[src/rtl/mem_arbiter.sv]
// mem_arbiter: shares one single-port synchronous DRAM between NCORES cores
// (round-robin, or fixed priority when MEM_ARB_FIXED_PRI_EN is defined) and the host port.
module mem_arbiter #(
    parameter int NCORES = 4,
    parameter int DATA_W = 16,
    parameter int ADDR_W = 16,
    localparam int IDW = (NCORES > 1) ? $clog2(NCORES) : 1
) (
    input  logic                     clk,
    input  logic                     rst,
    input  logic [1:0]               status,
    input  logic [NCORES-1:0]        core_req,
    input  logic [NCORES-1:0]        core_wr_en,
    input  logic [NCORES*ADDR_W-1:0] core_addr,
    input  logic [NCORES*DATA_W-1:0] core_wdata,
    output logic [NCORES-1:0]        core_ack,
    output logic [DATA_W-1:0]        core_rdata,
    output logic [IDW-1:0]           grant_id,
    output logic                     arb_busy,
    input  logic [ADDR_W-1:0]        com_addr,
    input  logic [DATA_W-1:0]        com_data_in,
    input  logic                     com_wr_en,
    output logic [DATA_W-1:0]        com_data_out,
    output logic [ADDR_W-1:0]        mem_addr,
    output logic [DATA_W-1:0]        mem_wdata,
    output logic                     mem_wr_en,
    input  logic [DATA_W-1:0]        mem_rdata
);

    typedef enum logic [1:0] {
        S_IDLE,
        S_ACCESS,
        S_RESP
    } state_t;

    state_t              state_q, state_d;
    logic [IDW-1:0]      grant_q, grant_d;
    logic [ADDR_W-1:0]   mem_addr_q, mem_addr_d;
    logic [DATA_W-1:0]   mem_wdata_q, mem_wdata_d;
    logic                mem_wr_q, mem_wr_d;
    logic [NCORES-1:0]   ack_q, ack_d;
    logic [DATA_W-1:0]   rdata_q, rdata_d;
    logic                mask_q, mask_d;

    logic                run;
    logic                host;
    logic [NCORES-1:0]   gnt_oh;
    logic [NCORES-1:0]   elig;
    logic                found;
    logic [IDW-1:0]      win;

    assign run    = (status == 2'd1);
    assign host   = !run && (state_q == S_IDLE);
    assign gnt_oh = {{(NCORES-1){1'b0}}, 1'b1} << grant_q;
    // The core acked last cycle sits out one arbitration round.
    assign elig   = core_req & ~(mask_q ? gnt_oh : '0);

`ifdef MEM_ARB_FIXED_PRI_EN
    // Lowest-index eligible core wins.
    always_comb begin
        found = 1'b0;
        win   = '0;
        for (int k = 0; k < NCORES; k++) begin
            if (!found && elig[k]) begin
                found = 1'b1;
                win   = IDW'(k);
            end
        end
    end
`else
    logic [IDW-1:0] ptr_q, ptr_d;
    logic [IDW:0]   sum;

    // Search eligible cores starting at the round-robin pointer.
    always_comb begin
        found = 1'b0;
        win   = '0;
        sum   = '0;
        for (int k = 0; k < NCORES; k++) begin
            sum = {1'b0, ptr_q} + (IDW+1)'(k);
            if (sum >= (IDW+1)'(NCORES)) begin
                sum = sum - (IDW+1)'(NCORES);
            end
            if (!found && elig[sum[IDW-1:0]]) begin
                found = 1'b1;
                win   = sum[IDW-1:0];
            end
        end
    end

    // Pointer moves past the winner only when its ack is issued.
    always_comb begin
        ptr_d = ptr_q;
        if (state_q == S_RESP) begin
            ptr_d = (grant_q == IDW'(NCORES-1)) ? '0 : grant_q + 1'b1;
        end
    end

    // Round-robin pointer register.
    always_ff @(posedge clk) begin
        if (rst) begin
            ptr_q <= '0;
        end else begin
            ptr_q <= ptr_d;
        end
    end
`endif

    // Next-state logic: grant in IDLE, one DRAM cycle, then ack.
    always_comb begin
        state_d     = state_q;
        grant_d     = grant_q;
        mem_addr_d  = mem_addr_q;
        mem_wdata_d = mem_wdata_q;
        mem_wr_d    = 1'b0;
        ack_d       = '0;
        rdata_d     = rdata_q;
        mask_d      = 1'b0;
        unique case (state_q)
            S_IDLE: begin
                if (run && found) begin
                    grant_d     = win;
                    mem_addr_d  = core_addr[win*ADDR_W +: ADDR_W];
                    mem_wdata_d = core_wdata[win*DATA_W +: DATA_W];
                    mem_wr_d    = core_wr_en[win];
                    state_d     = S_ACCESS;
                end
            end
            S_ACCESS: begin
                state_d = S_RESP;
            end
            S_RESP: begin
                rdata_d = mem_rdata;
                ack_d   = gnt_oh;
                mask_d  = 1'b1;
                state_d = S_IDLE;
            end
            default: begin
                state_d = S_IDLE;
            end
        endcase
    end

    // State and datapath registers.
    always_ff @(posedge clk) begin
        if (rst) begin
            state_q     <= S_IDLE;
            grant_q     <= '0;
            mem_addr_q  <= '0;
            mem_wdata_q <= '0;
            mem_wr_q    <= 1'b0;
            ack_q       <= '0;
            rdata_q     <= '0;
            mask_q      <= 1'b0;
        end else begin
            state_q     <= state_d;
            grant_q     <= grant_d;
            mem_addr_q  <= mem_addr_d;
            mem_wdata_q <= mem_wdata_d;
            mem_wr_q    <= mem_wr_d;
            ack_q       <= ack_d;
            rdata_q     <= rdata_d;
            mask_q      <= mask_d;
        end
    end

    assign mem_addr     = host ? com_addr    : mem_addr_q;
    assign mem_wdata    = host ? com_data_in : mem_wdata_q;
    assign mem_wr_en    = host ? com_wr_en   : mem_wr_q;
    assign com_data_out = mem_rdata;
    assign core_ack     = ack_q;
    assign core_rdata   = rdata_q;
    assign grant_id     = grant_q;
    assign arb_busy     = (state_q != S_IDLE);

endmodule
[config.mk]
export PLATFORM = sky130hd
export DESIGN_NAME = mem_arbiter
export DESIGN_NICKNAME = d
export VERILOG_FILES = /design/src/rtl/mem_arbiter.sv
export SDC_FILE = /design/constraint.sdc
export NUM_CORES = 1
export LEC_CHECK = 0
export CORE_MARGIN = 1.5
export CORE_UTILIZATION = 30
export DETAILED_ROUTE_END_ITERATION = 8
export PLACE_DENSITY = 0.67
export SYNTH_ARGS = -nofsm -noshare
export SYNTH_HDL_FRONTEND = slang
export SYNTH_SLANG_ARGS = --single-unit
[constraint.sdc]
create_clock -name clk -period 3.3 [get_ports clk]
set_input_delay 0.66 -clock clk [delete_from_list [all_inputs] [get_ports clk]]
set_output_delay 0.66 -clock clk [all_outputs]
set_load 0.02 [all_outputs]
==> summary.txt <==
Logic synthesis
  • Area share of fa/ha/maj cells after synthesis: 0.0102
  • Synth Warn #: 0
  • Synth Area in Compound Gates: 0.301
  • Share of the synthesized area in the top cell type: 0.246
  • Post-synthesis xor/xnor area fraction: 0
  • Synth area leaders: dfxtp_1 (25%), o311ai_2 (9.3%), o221ai_2 (9.2%), mux2_2 (7.6%), mux2i_1 (7.4%)
  • Avg Cell Area, Syn: between 9 and 10 µm²
  • Post-synth top flop: dfxtp_1
  • Post-Synth Simple-Gate Area: 0.139
  • Synth top cells by count: inv_1 (71), dfxtp_1 (60), and3_1 (36), mux2i_1 (36), nand2_1 (35)
  • Largest family of logic cells by synthesized area: compound AO/OA/AOI/OAI gates
  • Synth Net Count: 715
  • Area leader, netlist: dfxtp_1
  • Unique masters post-synth: 39
  • #FFs+latches synth: 60
  • Async SR Flop Fraction: 0
  • Mux cell area share after synthesis: 0.150
  • Most frequent cell after synthesis: inv_1
  • Synth Instances: 522
  • Number of synthesized flops with an enable pin: 0
  • Mapped cell area: just under 0.005 mm²
  • Seq/Total Area, Yosys: 0.246

Power
  • P_leak: 2.98 nW
  • Logic pwr share: 0.316
  • P_int: ~1.8 mW
  • Tot Pwr: about 2.5 mW
  • Maximum VDD drop: between 0.0002 and 0.00025 V
  • Clock Power Share: 0.377
  • Sw Pwr: ~0.73 mW
  • Sequential power share: 0.307
  • PwrDens: roughly 330 mW/mm²
  • Sw frac: 0.285

Timing
  • Worst setup slack after layout: approximately 0.037 ns
  • Slew margin rel.: 0.445
  • Max Freq: 307 MHz
  • Setup TNS: 0 ns
  • Setup violations, final: 0
  • Clock period minus worst slack: 3.26 ns
  • Crit share post-route: 0.989
  • Final worst hold slack: between 0.4 and 0.5 ns
  • Final hold viol count: 0
  • Max Slew Vio Count: 0
  • Worst Skew: 0.00452 ns
  • RSZ-0062 raised after global routing: true
  • Worst Tran Pin Value: 0.833 ns

Layout
  • Share of layout cells above drive strength 1: 0.184
  • Final net count: about 940
  • Layout Cells excl Fill: 966
  • # fillers: 1,503
  • Layout area overhead: 59.4%
  • Ant. Diodes: 0

Placed design
  • Placement Setup Slack: 0.0132 ns
  • Detail Placement HPWL: 12.0 mm
  • IO Port Bufs: 260
  • Placer Congestion: 0.769
  • Inst Count DP: between 900 and 1k

Critical path
  • Critical Path End Type: primary output
  • Crit path buffers/inverters: 3
  • Delay-heaviest family, CP: buffers and inverters
  • Critical Setup Path Class: in2out
  • Reg2reg start: grant_id[0]
  • Critical path fanouts, max: 11
  • Cell mode on critical path: clkdlybuf4s50_1
  • Critical Path Source Type: input pin
  • Crit Reg-Reg Endpoint: mem_wdata_q[10]
  • Arr. time, crit path: 2.60 ns
  • R2R Setup Slk: around 0.85 ns
  • CP required: between 2 and 3 ns
  • CP max stage delay: between 0.5 and 0.6 ns
  • Reg2reg path depth: 6
  • CP cell instances: clkdlybuf4s50_1 > nor2b_1 > nand2b_2 > buf_4 > mux2_2 > clkdlybuf4s50_1
  • Critical path's slowest cell: clkdlybuf4s50_1
  • Crit. Startpoint: status[0]

Clock network
  • Clk_lat worst skew: ~0.33 ns
  • CTS resizes: 0
  • Inserted Clock Buffers: 9
  • Worst-path clk slew: around 0.060 ns
  • CTS sink cnt: 60
  • Buffer depth of the longest clock path: 2
  • Number of H-tree levels: 3
  • CTS tree: built
  • CTS Hold Buffers Added: 0
  • Postcts setup bufs: 0
  • CTS Root Buffer Type: clkbuf_16

Detailed routing
  • Vias: around 4.6k
  • Detailed-route wire length per cell: ~16 µm
  • DRT iter0 DRCs: 175
  • Initial DRT Pass Iterations: 6
  • Final ANT Viol Nets: 0
  • Vias per cell: 4.77
  • DRC: 0
  • Routed WL: 15.6 mm

Run
  • Max-cap violations: 0

Floorplan
  • Die Span X: roughly 130 µm
  • Initial Util: 0.308
  • Die area: between 0.015 and 0.02 mm²
  • I/O pins: between 200 and 300
  • Rows: between 40 and 50
  • Die height: about 130 µm
  • Core area: 0.0159 mm²

Global route
  • Total congestion overflow: 0
  • Largest net degree at the start of global routing: 37
  • Initial antenna violation count: 1
  • First-pass GRT wire length: 23.2 mm
  • GR Util All Layers: 0.175
  • Vias in the first global route: approximately 4.6k

Worst hold path
  • Hold endpoint: core_rdata[3]
  • HP Class: reg2reg
  • Hold Path Cell Cnt: 2
  • Hold path startpoint: core_rdata[3]

Status
  • Run status: finished, final reports clean
[how the worst max path moves through the flow]
| stage | to | cells after the start |
|---|---|---|
| floorplan | mem_addr[10] | 5 |
| global placement | mem_wdata[4] | 6 |
| detailed placement | mem_wdata[5] | 6 |
| CTS | mem_wdata[5] | 6 |
| global route | mem_wdata[1] | 6 |
| finish | mem_wdata[1] | 6 |
[cell type report]
cell class	instances	area [µm²]	share of cell area
multi-input cells	327	2960	0.380
repair buffers	276	2790	0.358
flip-flops and latches	60	1200	0.154
well taps	216	270	0.0347
inverters	71	267	0.0342
clock buffers	11	243	0.0312
clock inverters	5	61.3	0.00787
[layer usage]
layer,global-route usage,vias to the layer above,wire length [µm]
li1,-,2311,-
met4,0.0472,0,173
met3,0.0314,13,781
met1,0.205,2163,6480
met5,0,-,0
met2,0.328,116,8170
[power by group through the flow]
stage | sequential [mW] | clock, mW | combinational (mW)
finish | 0.782 | 0.960 | 0.806
global route | 0.786 | 1.02 | 0.862
CTS | 0.783 | 0.991 | 0.817
detailed placement | 0.798 | 0 | 0.813
global placement | 0.798 | 0 | 0.799
floorplan | 0.795 | 0 | 0.425
[cell usage in the layout (no fill, tap or decap), types with 2 or more instances in the layout]
| cell type | synthesis | routed |
|---|---|---|
| a211oi_1 | 32 | 32 |
| a21bo_2 | 2 | 2 |
| a21boi_2 | 2 | 2 |
| a21oi_1 | 20 | 19 |
| and2_1 | 33 | 33 |
| and3_1 | 36 | 36 |
| buf_12 | 4 | 3 |
| buf_4 | 24 | 13 |
| clkbuf_16 | 0 | 9 |
| clkdlybuf4s50_1 | 0 | 250 |
| clkinvlp_4 | 0 | 3 |
| dfxtp_1 | 60 | 60 |
| dlymetal6s2s_1 | 0 | 10 |
| ha_1 | 4 | 4 |
| inv_1 | 71 | 71 |
| mux2_2 | 33 | 33 |
| mux2i_1 | 36 | 36 |
| nand2_1 | 35 | 35 |
| nand2b_1 | 4 | 3 |
| nor2_1 | 5 | 5 |
| nor2b_1 | 3 | 3 |
| o221ai_1 | 2 | 2 |
| o221ai_2 | 30 | 30 |
| o22ai_1 | 4 | 4 |
| o311ai_1 | 4 | 4 |
| o311ai_2 | 28 | 28 |
[cells by family (layout without fill, tap and decap cells)]
| family | after synthesis | after routing |
|---|---|---|
| buffers and inverters | 135 | 363 |
| DFF | 60 | 60 |
| adders and majority gates | 4 | 4 |
| muxes | 69 | 69 |
| AOI/OAI and AO/OA | 132 | 132 |
| and+or+nand+nor | 122 | 122 |
[worst register-to-register path, delay by kind of cell (launching register included)]
kind                       cells  cell delay (ns)
AOI/OAI and AO/OA              2             0.73
adders and majority gates      1             0.30
DFF                            1             0.45
and+or+nand+nor                3             0.82
[state kept, by name, indices dropped and copies added, names as in the netlist]
register and flops:
ptr_q 2, mem_wr_q 1, mask_q 1, core_rdata 16, mem_wdata_q 16, mem_addr_q 16
core_ack 4, state_q 2, grant_id 2
[stage by stage]
stage | area (µm²) | utilization
after global placement | 7460 | 0.470
after global routing | 7790 | 0.490
final | 7790 | 0.490
after detailed placement | 7460 | 0.470
after floorplan | 4890 | -
after CTS | 7760 | 0.489
(Power assumes the default switching activity.)
